$ cat src/rtl/serial_addsub16.sv
// ---------------------------------------------------------------------------
// serial_addsub16
//
// Bit-serial adder/subtractor. A single full-adder cell and a carry flop
// process one bit per clock, LSB first. It computes A+B+cin, or A-B as
// A+~B+1. A start/done handshake surrounds each operation. Operands are
// captured on the start edge. The result registers update only at the
// completion edge, so they hold their value between operations.
//
// Ports:
//   clk    in   1      rising-edge clock
//   rst_n  in   1      asynchronous active-low reset
//   start  in   1      request, sampled only while busy=0
//   sub    in   1      0 = add (A+B+cin), 1 = subtract (A+~B+1)
//   a      in   WIDTH  operand A
//   b      in   WIDTH  operand B
//   cin    in   1      carry-in for add, ignored when sub=1
//   busy   out  1      operation in progress
//   done   out  1      one-cycle pulse, result valid
//   s      out  WIDTH  result, held between operations
//   cout   out  1      final carry (for sub: 1 = no borrow)
//   ovf    out  1      two's-complement overflow of the result
// ---------------------------------------------------------------------------
module serial_addsub16 #(
    parameter int WIDTH = 16,
    parameter int CNT_W = 5
) (
    input  logic             clk,
    input  logic             rst_n,
    input  logic             start,
    input  logic             sub,
    input  logic [WIDTH-1:0] a,
    input  logic [WIDTH-1:0] b,
    input  logic             cin,
    output logic             busy,
    output logic             done,
    output logic [WIDTH-1:0] s,
    output logic             cout,
    output logic             ovf
);

    typedef enum logic {
        IDLE = 1'b0,
        RUN  = 1'b1
    } state_t;

    state_t            state, next_state;
    logic              load, step, last;

    logic [WIDTH-1:0]  op_a, op_b, acc;
    logic              carry;
    logic [CNT_W-1:0]  cnt;
    logic              sign_a, sign_b;

    // Full-adder cell. It operates on the current LSBs of the operand shift registers.
    logic              sum_bit, carry_next;
    logic [WIDTH-1:0]  acc_next;

    assign sum_bit    = op_a[0] ^ op_b[0] ^ carry;
    assign carry_next = (op_a[0] & op_b[0]) | (op_a[0] & carry) | (op_b[0] & carry);
    assign acc_next   = {sum_bit, acc[WIDTH-1:1]};

    // State register.
    // NOTE: sequential state uses non-blocking assignments so every flop
    // samples pre-edge values, independent of statement order.
    always_ff @(posedge clk or negedge rst_n) begin
        if (!rst_n) begin
            state <= IDLE;
        end else begin
            state <= next_state;
        end
    end

    // Next-state and control decode.
    // NOTE: every signal gets a default before the case, so no path can
    // leave one unassigned and infer a latch.
    always_comb begin
        next_state = state;
        load       = 1'b0;
        step       = 1'b0;
        last       = 1'b0;
        unique case (state)
            IDLE: begin
                if (start) begin
                    load       = 1'b1;
                    next_state = RUN;
                end
            end
            RUN: begin
                step = 1'b1;
                if (cnt == CNT_W'(WIDTH - 1)) begin
                    last       = 1'b1;
                    next_state = IDLE;
                end
            end
            default: next_state = IDLE;
        endcase
    end

    assign busy = (state == RUN);

    // Serial datapath: the operand shift registers, the carry flop, the bit counter
    // and the partial-sum accumulator.
    always_ff @(posedge clk or negedge rst_n) begin
        if (!rst_n) begin
            op_a   <= '0;
            op_b   <= '0;
            acc    <= '0;
            carry  <= 1'b0;
            cnt    <= '0;
            sign_a <= 1'b0;
            sign_b <= 1'b0;
        end else if (load) begin
            op_a   <= a;
            op_b   <= sub ? ~b : b;
            acc    <= '0;
            carry  <= sub ? 1'b1 : cin;
            cnt    <= '0;
            sign_a <= a[WIDTH-1];
            sign_b <= sub ? ~b[WIDTH-1] : b[WIDTH-1];
        end else if (step) begin
            op_a   <= op_a >> 1;
            op_b   <= op_b >> 1;
            acc    <= acc_next;
            carry  <= carry_next;
            cnt    <= cnt + CNT_W'(1);
        end
    end

    // Visible results. These change only at the completion edge, so partial sums
    // never reach s. done is re-evaluated on every edge, which makes it
    // a single-cycle pulse.
    always_ff @(posedge clk or negedge rst_n) begin
        if (!rst_n) begin
            s    <= '0;
            cout <= 1'b0;
            ovf  <= 1'b0;
            done <= 1'b0;
        end else begin
            done <= last;
            if (last) begin
                s    <= acc_next;
                cout <= carry_next;
                // The operand signs match, but the result sign differs from them.
                ovf  <= (sign_a == sign_b) && (sum_bit != sign_a);
            end
        end
    end

endmodule
$ cat config.mk
export PLATFORM = sky130hd
export DESIGN_NAME = serial_addsub16
export DESIGN_NICKNAME = d
export VERILOG_FILES = /design/src/rtl/serial_addsub16.sv
export SDC_FILE = /design/constraint.sdc
export NUM_CORES = 1
export LEC_CHECK = 0
export ABC_AREA = 1
export CORE_MARGIN = 1.5
export CORE_UTILIZATION = 57
export CTS_CLUSTER_SIZE = 8
export DETAILED_ROUTE_END_ITERATION = 6
export MAX_ROUTING_LAYER = met4
export PLACE_DENSITY = 0.94
export SLEW_MARGIN = 15
export SYNTH_ARGS = -nofsm -noshare
export SYNTH_HDL_FRONTEND = slang
export SYNTH_SLANG_ARGS = --single-unit
$ cat constraint.sdc
create_clock -name clk -period 2.27 [get_ports clk]
set_input_delay 0.681 -clock clk [delete_from_list [all_inputs] [get_ports clk]]
set_output_delay 0.681 -clock clk [all_outputs]
set_load 0.005 [all_outputs]
# Yosys cells after proc, flatten, opt, wreduce, memory -nomap -nowiden
# Cells that the tools add are included.
# totals
reg_bits,76
input_bits,37
output_inout_bits,20
elab_cells,48
# op_classes
n_addsub,1
eq_ne,3
n_mux,20
n_bitwise,10
n_reduce_logical,2
# op_table
op,n
$mux 16,7
$not 16->16,1
$mux 1,10
$mux 5,2
$add 5x1->5 const B,1
$eq 5x4->1 const B,1
$and 1x1->1,3
$not 1->1,2
$or 1x1->1,2
$pmux 1 s2,1
$reduce_bool 2->1,1
$xor 1x1->1,2
$eq 1x1->1,1
$logic_and 1x1->1,1
$ne 1x1->1,1

# Longest topological paths before layout
# Gate-level depths: netlist of the first run.
# logic_depth
depth_word,5
mapped_depth,8
ltp_nobuf,8

# Least setup slack after synthesis of the first run
# OpenSTA, ideal clock, no wires.
# synth_path
kind,input -> register
startpoint,input port sub
endpoint,register op_b[10]
setup_ps,124
t_arrival_ps,1249
required_time_ps,2146
path_slack_ps,897
cell_stages,6
path_buffers,2
cell_sequence,buf_6 > inv_1 > clkbuf_8 > nand2_1 > nand3_1 > nand3_1
# synth_via
elab_chain_len,2
# synth_lines
element,line_no,text
from (decl),31,"input logic sub,"
$mux 16,115,op_b <= sub ? ~b : b;
$mux 16,113,end else if (load) begin
to (signal assigned),115,
to (signal assigned),123,op_b <= op_b >> 1;
to (decl),50,"logic [WIDTH-1:0] op_a, op_b, acc;"
# No other way between the ends.
# A chain may end at the register's enable or synchronous reset.

# Worst setup path after layout of the first run
# layout_path
startpoint,"register state, in the netlist busy"
endpoint,output port busy
# layout_rtl
element,line_no,text
from (decl),47,"state_t state, next_state;"
from (signal assigned),70,state <= next_state;
to (decl),35,"output logic busy,"
# No word-level cell between the ends.

==> results of run 1 <==
## cell type report
type / instances / area (um2) / share of cell area
Inverter: 42 / 158 / 0.0383
Tap cell: 72 / 90.1 / 0.0219
Clock buffer: 12 / 145 / 0.0353
Timing Repair Buffer: 66 / 646 / 0.157
Sequential cell: 75 / 1880 / 0.456
Clock inverter: 4 / 73.8 / 0.0179
Multi-Input combinational cell: 244 / 1120 / 0.273
## kinds of logic (layout without fill, tap and decap cells)
family | count (synthesis) | after routing
fa+ha+maj | 3 | 3
compound gates | 40 | 40
flops | 75 | 75
buf+inv | 61 | 124
simple gates | 201 | 201
## per-stage QoR
step	cells	setup slack (ps)	area, um2	hold slack, ps
2_1_floorplan	380	897	3330	385
3_3_place_gp	499	337	3890	463
3_5_place_dp	499	269	3890	472
4_1_cts	515	343	4110	266
5_1_grt	515	317	4110	285
6_report	515	370	4110	269
## power by group through the flow
stage	logic (uW)	clock network, uW	registers (uW)
after floorplan	854	0	2080
after global placement	1320	0	2100
after detailed placement	1420	0	2120
after CTS	1440	1140	2110
after global routing	1610	1190	2160
final	1430	1130	2120
## cells in the mapped netlist
| library cell | instances |
|---|---|
| sky130_fd_sc_hd__buf_2 | 5 |
| sky130_fd_sc_hd__buf_4 | 1 |
| sky130_fd_sc_hd__buf_6 | 6 |
| sky130_fd_sc_hd__clkbuf_1 | 2 |
| sky130_fd_sc_hd__clkbuf_2 | 1 |
| sky130_fd_sc_hd__clkbuf_8 | 4 |
| sky130_fd_sc_hd__dfrtp_1 | 75 |
| sky130_fd_sc_hd__fa_1 | 1 |
| sky130_fd_sc_hd__ha_1 | 2 |
| sky130_fd_sc_hd__inv_1 | 39 |
| sky130_fd_sc_hd__inv_2 | 3 |
| sky130_fd_sc_hd__nand2_1 | 145 |
| sky130_fd_sc_hd__nand2_2 | 1 |
| sky130_fd_sc_hd__nand3_1 | 47 |
| sky130_fd_sc_hd__nand3_2 | 1 |
| sky130_fd_sc_hd__nor2_1 | 3 |
| sky130_fd_sc_hd__nor2_4 | 1 |
| sky130_fd_sc_hd__nor2_8 | 1 |
| sky130_fd_sc_hd__o211ai_2 | 1 |
| sky130_fd_sc_hd__o21ai_0 | 23 |
| sky130_fd_sc_hd__o22ai_1 | 16 |
| sky130_fd_sc_hd__or2_1 | 1 |
| sky130_fd_sc_hd__or2_2 | 1 |
## path summary, 6_finish.rpt
path / endpoint / cells past startpoint / from / slack (ps)
setup / recovery: busy / 1 / busy / 370
hold / removal: acc[5] / 1 / rst_n / 270
setup reg to reg: cout / 8 / cnt[0] / 530
hold reg to reg: op_b[6] / 2 / op_b[7] / 490
max in group asynchronous: cnt[3] / 2 / rst_n / 1440
min in group clk: op_b[6] / 2 / op_b[7] / 490
## cell usage in the layout, fill, tap and decap left out, drive strengths merged, types with 2 or more instances in the layout
| cell type | count |
|---|---|
| buf | 11 |
| bufinv | 2 |
| clkbuf | 12 |
| clkdlybuf4s50 | 55 |
| clkinv | 2 |
| dfrtp | 75 |
| ha | 2 |
| inv | 42 |
| nand2 | 146 |
| nand3 | 48 |
| nor2 | 5 |
| o21ai | 23 |
| o22ai | 16 |
| or2 | 2 |
## metal layers
layer	share of wire	global-route usage	vias to the layer above	wire length [um]
li1	-	-	1317	-
met2	0.51	0.433	102	3700
met4	0.023	0.132	0	165
met1	0.42	0.315	1379	3010
met3	0.048	0.0389	19	343
met5	0	-	-	0
## state kept, by name, summed over array words and instances, names as in the netlist, 5 cells and up
| signal | count |
|---|---|
| s | 16 |
| cnt | 5 |
| acc | 15 |
| op_b | 16 |
| op_a | 16 |
==> flow_summary.ini, run 1 <==
[drt]
routed_wire_length_per_instance_um = 14.0
drc = 0
dr_total_vias = 2817
dr.first_iter.drc_count = 240
detail_route.first_pass.iterations = 5
avgViaCountPerCell = 5.47
route.antenna.remaining_nets = 0
wl_um = 7220

[global_routing]
first_pass_grt_wire_length_um = 12200
grt-ovfl-total = 0
number_of_global_route_vias_before_repair = 2813
antenna_violations_before_repair = 0
grt_max_degree = 47
gr-usage-all-layers = 0.262

[job]
timing.max_cap.violations = 0

[die]
design.die.area_mm2 = 0.00630
initial_utilization = 0.597
die_span_in_x_um = 79.4
design.core.area_mm2 = 0.00557
floorplan.rows = 27
die_height_um = 79.4
i_o_pin_count = 57

[synth]
syn_inst = 380
synth_simple_gate_area_share = 0.256
ffs_latches_synth = 75
post-synth-top-area-fraction = 0.564
synthesis.area_per_instance_um2 = 8.75
synth-compound-area-share = 0.0685
syn-num-nets = 420
synth-seq-area-share = 0.564
synth_fa_ha_area_frac = 0.0135
synth_area_mm2 = 0.00333
netlist_top_cells_area = sky130_fd_sc_hd__dfrtp_1, sky130_fd_sc_hd__nand2_1, sky130_fd_sc_hd__nand3_1, sky130_fd_sc_hd__inv_1, sky130_fd_sc_hd__o21ai_0
post_synth_mux_area_share = 0
synthDominantAreaCellType = sky130_fd_sc_hd__dfrtp_1
post_synth_xor_area_fraction = 0
synth_top_family_by_area = simple AND/OR/NAND/NOR gates
synth.yosys.warnings = 0
yosysUniqueCellTypes = 23

[power]
peakVddDrop_uv = 505
power.total_uw = 4670
netsw_uw = 1490
power_density_mw_per_mm2 = 1140
switching_share = 0.318
power_leakage_uw = 0.00204
p_int_uw = 3190
pwr-share-seq = 0.453
p_comb_frac = 0.306
power_frac_clock = 0.241

[sta]
tightest_slew_ps = 466
final_min_period_over_clock_period = 0.837
pins_over_their_slew_limit = 0
finalClockSkew_ps = 6.95
rsz0062_at_grt = no
timing.final.setup_violations = 0
fmaxAchievable_mhz = 526
finalHoldViolCount = 0
fin_setup_tns_ps = 0
timing.slew.headroom = 0.689
period_needed_ps = 1900

[placement]
dp_hpwl_um = 4840
place.gp.congestion = 0.816
number_of_input_and_output_port_buffers_inserted = 56

[setup_path]
arrival_ps = 1220
timing.critical_path.slowest_stage_cell = sky130_fd_sc_hd__clkdlybuf4s50_1
crit_chain = clkdlybuf4s50_1
start_kind = flip-flop
timing.critical_path.required_ps = 1590
critical_path_class = flip-flop to output pin
timing.critical_path.max_delay_family = buffers and inverters
critPathBufInv = 1
critical_path.max_fanout = 2
cpPeakStageDelay_ps = 510
critPathCaptureType = output pin

[cts]
cts.root.buffer_cell = sky130_fd_sc_hd__clkbuf_8
postCtsSetupBuffers = 0
cts-buffers-inserted = 9
htree_num_levels = 3
clk_transition_reported_paths_ps = 80
cts_buffer_depth = 2
clock_latency_ps = 340
cts.hold.buffers_added = 0
clock_tree_from_tritoncts = yes
numClockSinks = 75
cts_resized = 0

[final_layout]
postLayoutCoreUtil = 0.738
drive_gt1_frac = 0.0767
fillers = 399
layout_nets = 478
area_overhead_of_the_layout_relative_to_synthesis_pct = 23.7
antenna-diode-count = 0

[hold_path]
worst_hold_path_type = input pin to async pin

[status]
status = completed
No activity file was read; power rests on OpenSTA's default activity.
==> inputs of run 2 (changes only) <==
--- a/config.mk
+++ b/config.mk
@@ -7,11 +7,11 @@
 export LEC_CHECK = 0
 export ABC_AREA = 1
 export CORE_MARGIN = 1.5
-export CORE_UTILIZATION = 57
+export CORE_UTILIZATION = 53
 export CTS_CLUSTER_SIZE = 8
 export DETAILED_ROUTE_END_ITERATION = 6
 export MAX_ROUTING_LAYER = met4
-export PLACE_DENSITY = 0.94
+export PLACE_DENSITY = 0.89
 export SLEW_MARGIN = 15
 export SYNTH_ARGS = -nofsm -noshare
 export SYNTH_HDL_FRONTEND = slang
==> constraint.sdc (replaced) <==
create_clock -name clk -period 1.95 [get_ports clk]
set_input_delay 0.585 -clock clk [delete_from_list [all_inputs] [get_ports clk]]
set_output_delay 0.585 -clock clk [all_outputs]
set_load 0.005 [all_outputs]
==> flow_summary.ini, run 2 (synthesized netlist as in run 1, its figures left out) <==
[status]
status = completed

[setup_path]
start_kind = flip-flop
critical_path_class = flip-flop to output pin
worst-path-stages = 1
worstReg2RegEnd = cnt[3]
timing.critical_path.max_delay_family = buffers and inverters
timing.critical_path.required_ps = 1360
crit_chain = clkdlybuf4s50_1
cpPeakStageDelay_ps = 500
arrival_ps = 1210
timing.rr.start = busy
timing.reg2reg.worst_path_depth = 5
timing.critical_path.slowest_stage_cell = sky130_fd_sc_hd__clkdlybuf4s50_1
critical_path.max_fanout = 2
timing.reg2reg.setup_slack_ps = 390
cp-endpoint = cout
crit_start = cout
critPathBufInv = 1
critPathCaptureType = output pin

[cts]
cts-buffers-inserted = 9
cts.hold.buffers_added = 0
cts_buffer_depth = 2
clock_tree_from_tritoncts = yes
cts_resized = 0
numClockSinks = 75
clk_transition_reported_paths_ps = 80
clock_latency_ps = 340
cts.root.buffer_cell = sky130_fd_sc_hd__clkbuf_8
postCtsSetupBuffers = 0
htree_num_levels = 3

[final_layout]
reg.largest.list = op_a: 16 flops, op_b: 16 flops, s: 16 flops
antenna-diode-count = 0
layout_nets = 477
area_overhead_of_the_layout_relative_to_synthesis_pct = 24.9
final_design_area_no_fill_mm2 = 0.00416
drive_gt1_frac = 0.0769
mostFrequentLayoutCells = sky130_fd_sc_hd__nand2_1, sky130_fd_sc_hd__dfrtp_1, sky130_fd_sc_hd__clkdlybuf4s50_1
fillers = 458
postLayoutCoreUtil = 0.694
multi_input_combinational_cell_area_mm2 = 0.00112
most_common_cell_after_layout_fill_and_taps_aside = sky130_fd_sc_hd__nand2_1
ff_latch_area_mm2 = 0.00188

[global_routing]
antenna_violations_before_repair = 0
gr-usage-all-layers = 0.219
grt-ovfl-total = 0
number_of_global_route_vias_before_repair = 2400
first_pass_grt_wire_length_um = 10700
grt_max_degree = 56

[power]
pwr-share-seq = 0.451
power_frac_clock = 0.247
peakVddDrop_uv = 778
switching_share = 0.305
p_int_uw = 3750
p_comb_frac = 0.302
power_density_mw_per_mm2 = 1300
power_leakage_uw = 0.00204
netsw_uw = 1650

[die]
i_o_pin_count = 57
die_span_in_x_um = 82.2
design.core.area_mm2 = 0.00599
design.die.area_mm2 = 0.00676
die_height_um = 82.2
initial_utilization = 0.555
floorplan.rows = 28

[sta]
finalClockSkew_ps = 5.45
setup_slack_ps = 153
period_needed_ps = 1800
fmaxAchievable_mhz = 556
pins_over_their_slew_limit = 0
rsz0062_at_grt = no
finalHoldViolCount = 0
fin_setup_tns_ps = 0
final_min_period_over_clock_period = 0.922
timing.slew.headroom = 0.712
tightest_slew_ps = 432
timing.final.setup_violations = 0

[drt]
dr.first_iter.drc_count = 120
route.antenna.remaining_nets = 0
drc = 0
wl_um = 6310
detail_route.first_pass.iterations = 4
avgViaCountPerCell = 5.13
routed_wire_length_per_instance_um = 12.2
dr_total_vias = 2653

[placement]
place.gp.congestion = 0.811
dp_hpwl_um = 4210
placement.setup.worst_slack_ps = 111
number_of_input_and_output_port_buffers_inserted = 56
dpl_cell_area_mm2 = 0.00393

[hold_path]
worst_hold_path_type = input pin to async pin

[job]
timing.max_cap.violations = 0
run 2: changes by cell type in the layout (fill, tap and decap cells not counted):
cell / change
sky130_fd_sc_hd__clkbuf_8: +1
sky130_fd_sc_hd__buf_12: +3
sky130_fd_sc_hd__clkbuf_1: -1
sky130_fd_sc_hd__buf_4: -4
sky130_fd_sc_hd__clkinv_4: -1
sky130_fd_sc_hd__clkinvlp_4: +1
run 2: how the worst min path moves through the flow:
stage	from	to	slack (ps)	cells past startpoint
6_report	rst_n	s[8]	120	1
5_1_grt	rst_n	s[8]	120	1
4_1_cts	rst_n	s[8]	110	1
3_5_place_dp	op_b[15]	op_b[15]	470	2
3_3_place_gp	s[2]	s[2]	460	2
2_1_floorplan	rst_n	acc[10]	290	0
run 2: cell type report:
cell class,instances,share of cell area
inverters,42,0.0379
clock buffers,12,0.0373
flip-flops and latches,75,0.452
clock inverters,4,0.0175
well taps,75,0.0226
multi-input cells,244,0.270
repair buffers,65,0.163
run 2: power by group through the flow:
stage | registers, uW | logic, uW | clock network (uW)
CTS | 2440 | 1650 | 1360
global placement | 2430 | 1560 | 0
floorplan | 2420 | 994 | 0
detailed placement | 2460 | 1640 | 0
global route | 2500 | 1870 | 1430
finish | 2440 | 1630 | 1330
run 2: metrics by stage:
step,hold slack (ps),power [uW],cells
after floorplan,289,3410,380
after global placement,464,4000,501
after detailed placement,466,4100,501
after CTS,114,5450,517
after global routing,120,5800,517
final,119,5400,517
run 2: routing by layer:
layer  GRT usage  part of all wire
met1       0.281              0.47
met2       0.340              0.48
met3      0.0396             0.047
met4      0.0966            0.0092
met5           -                 0
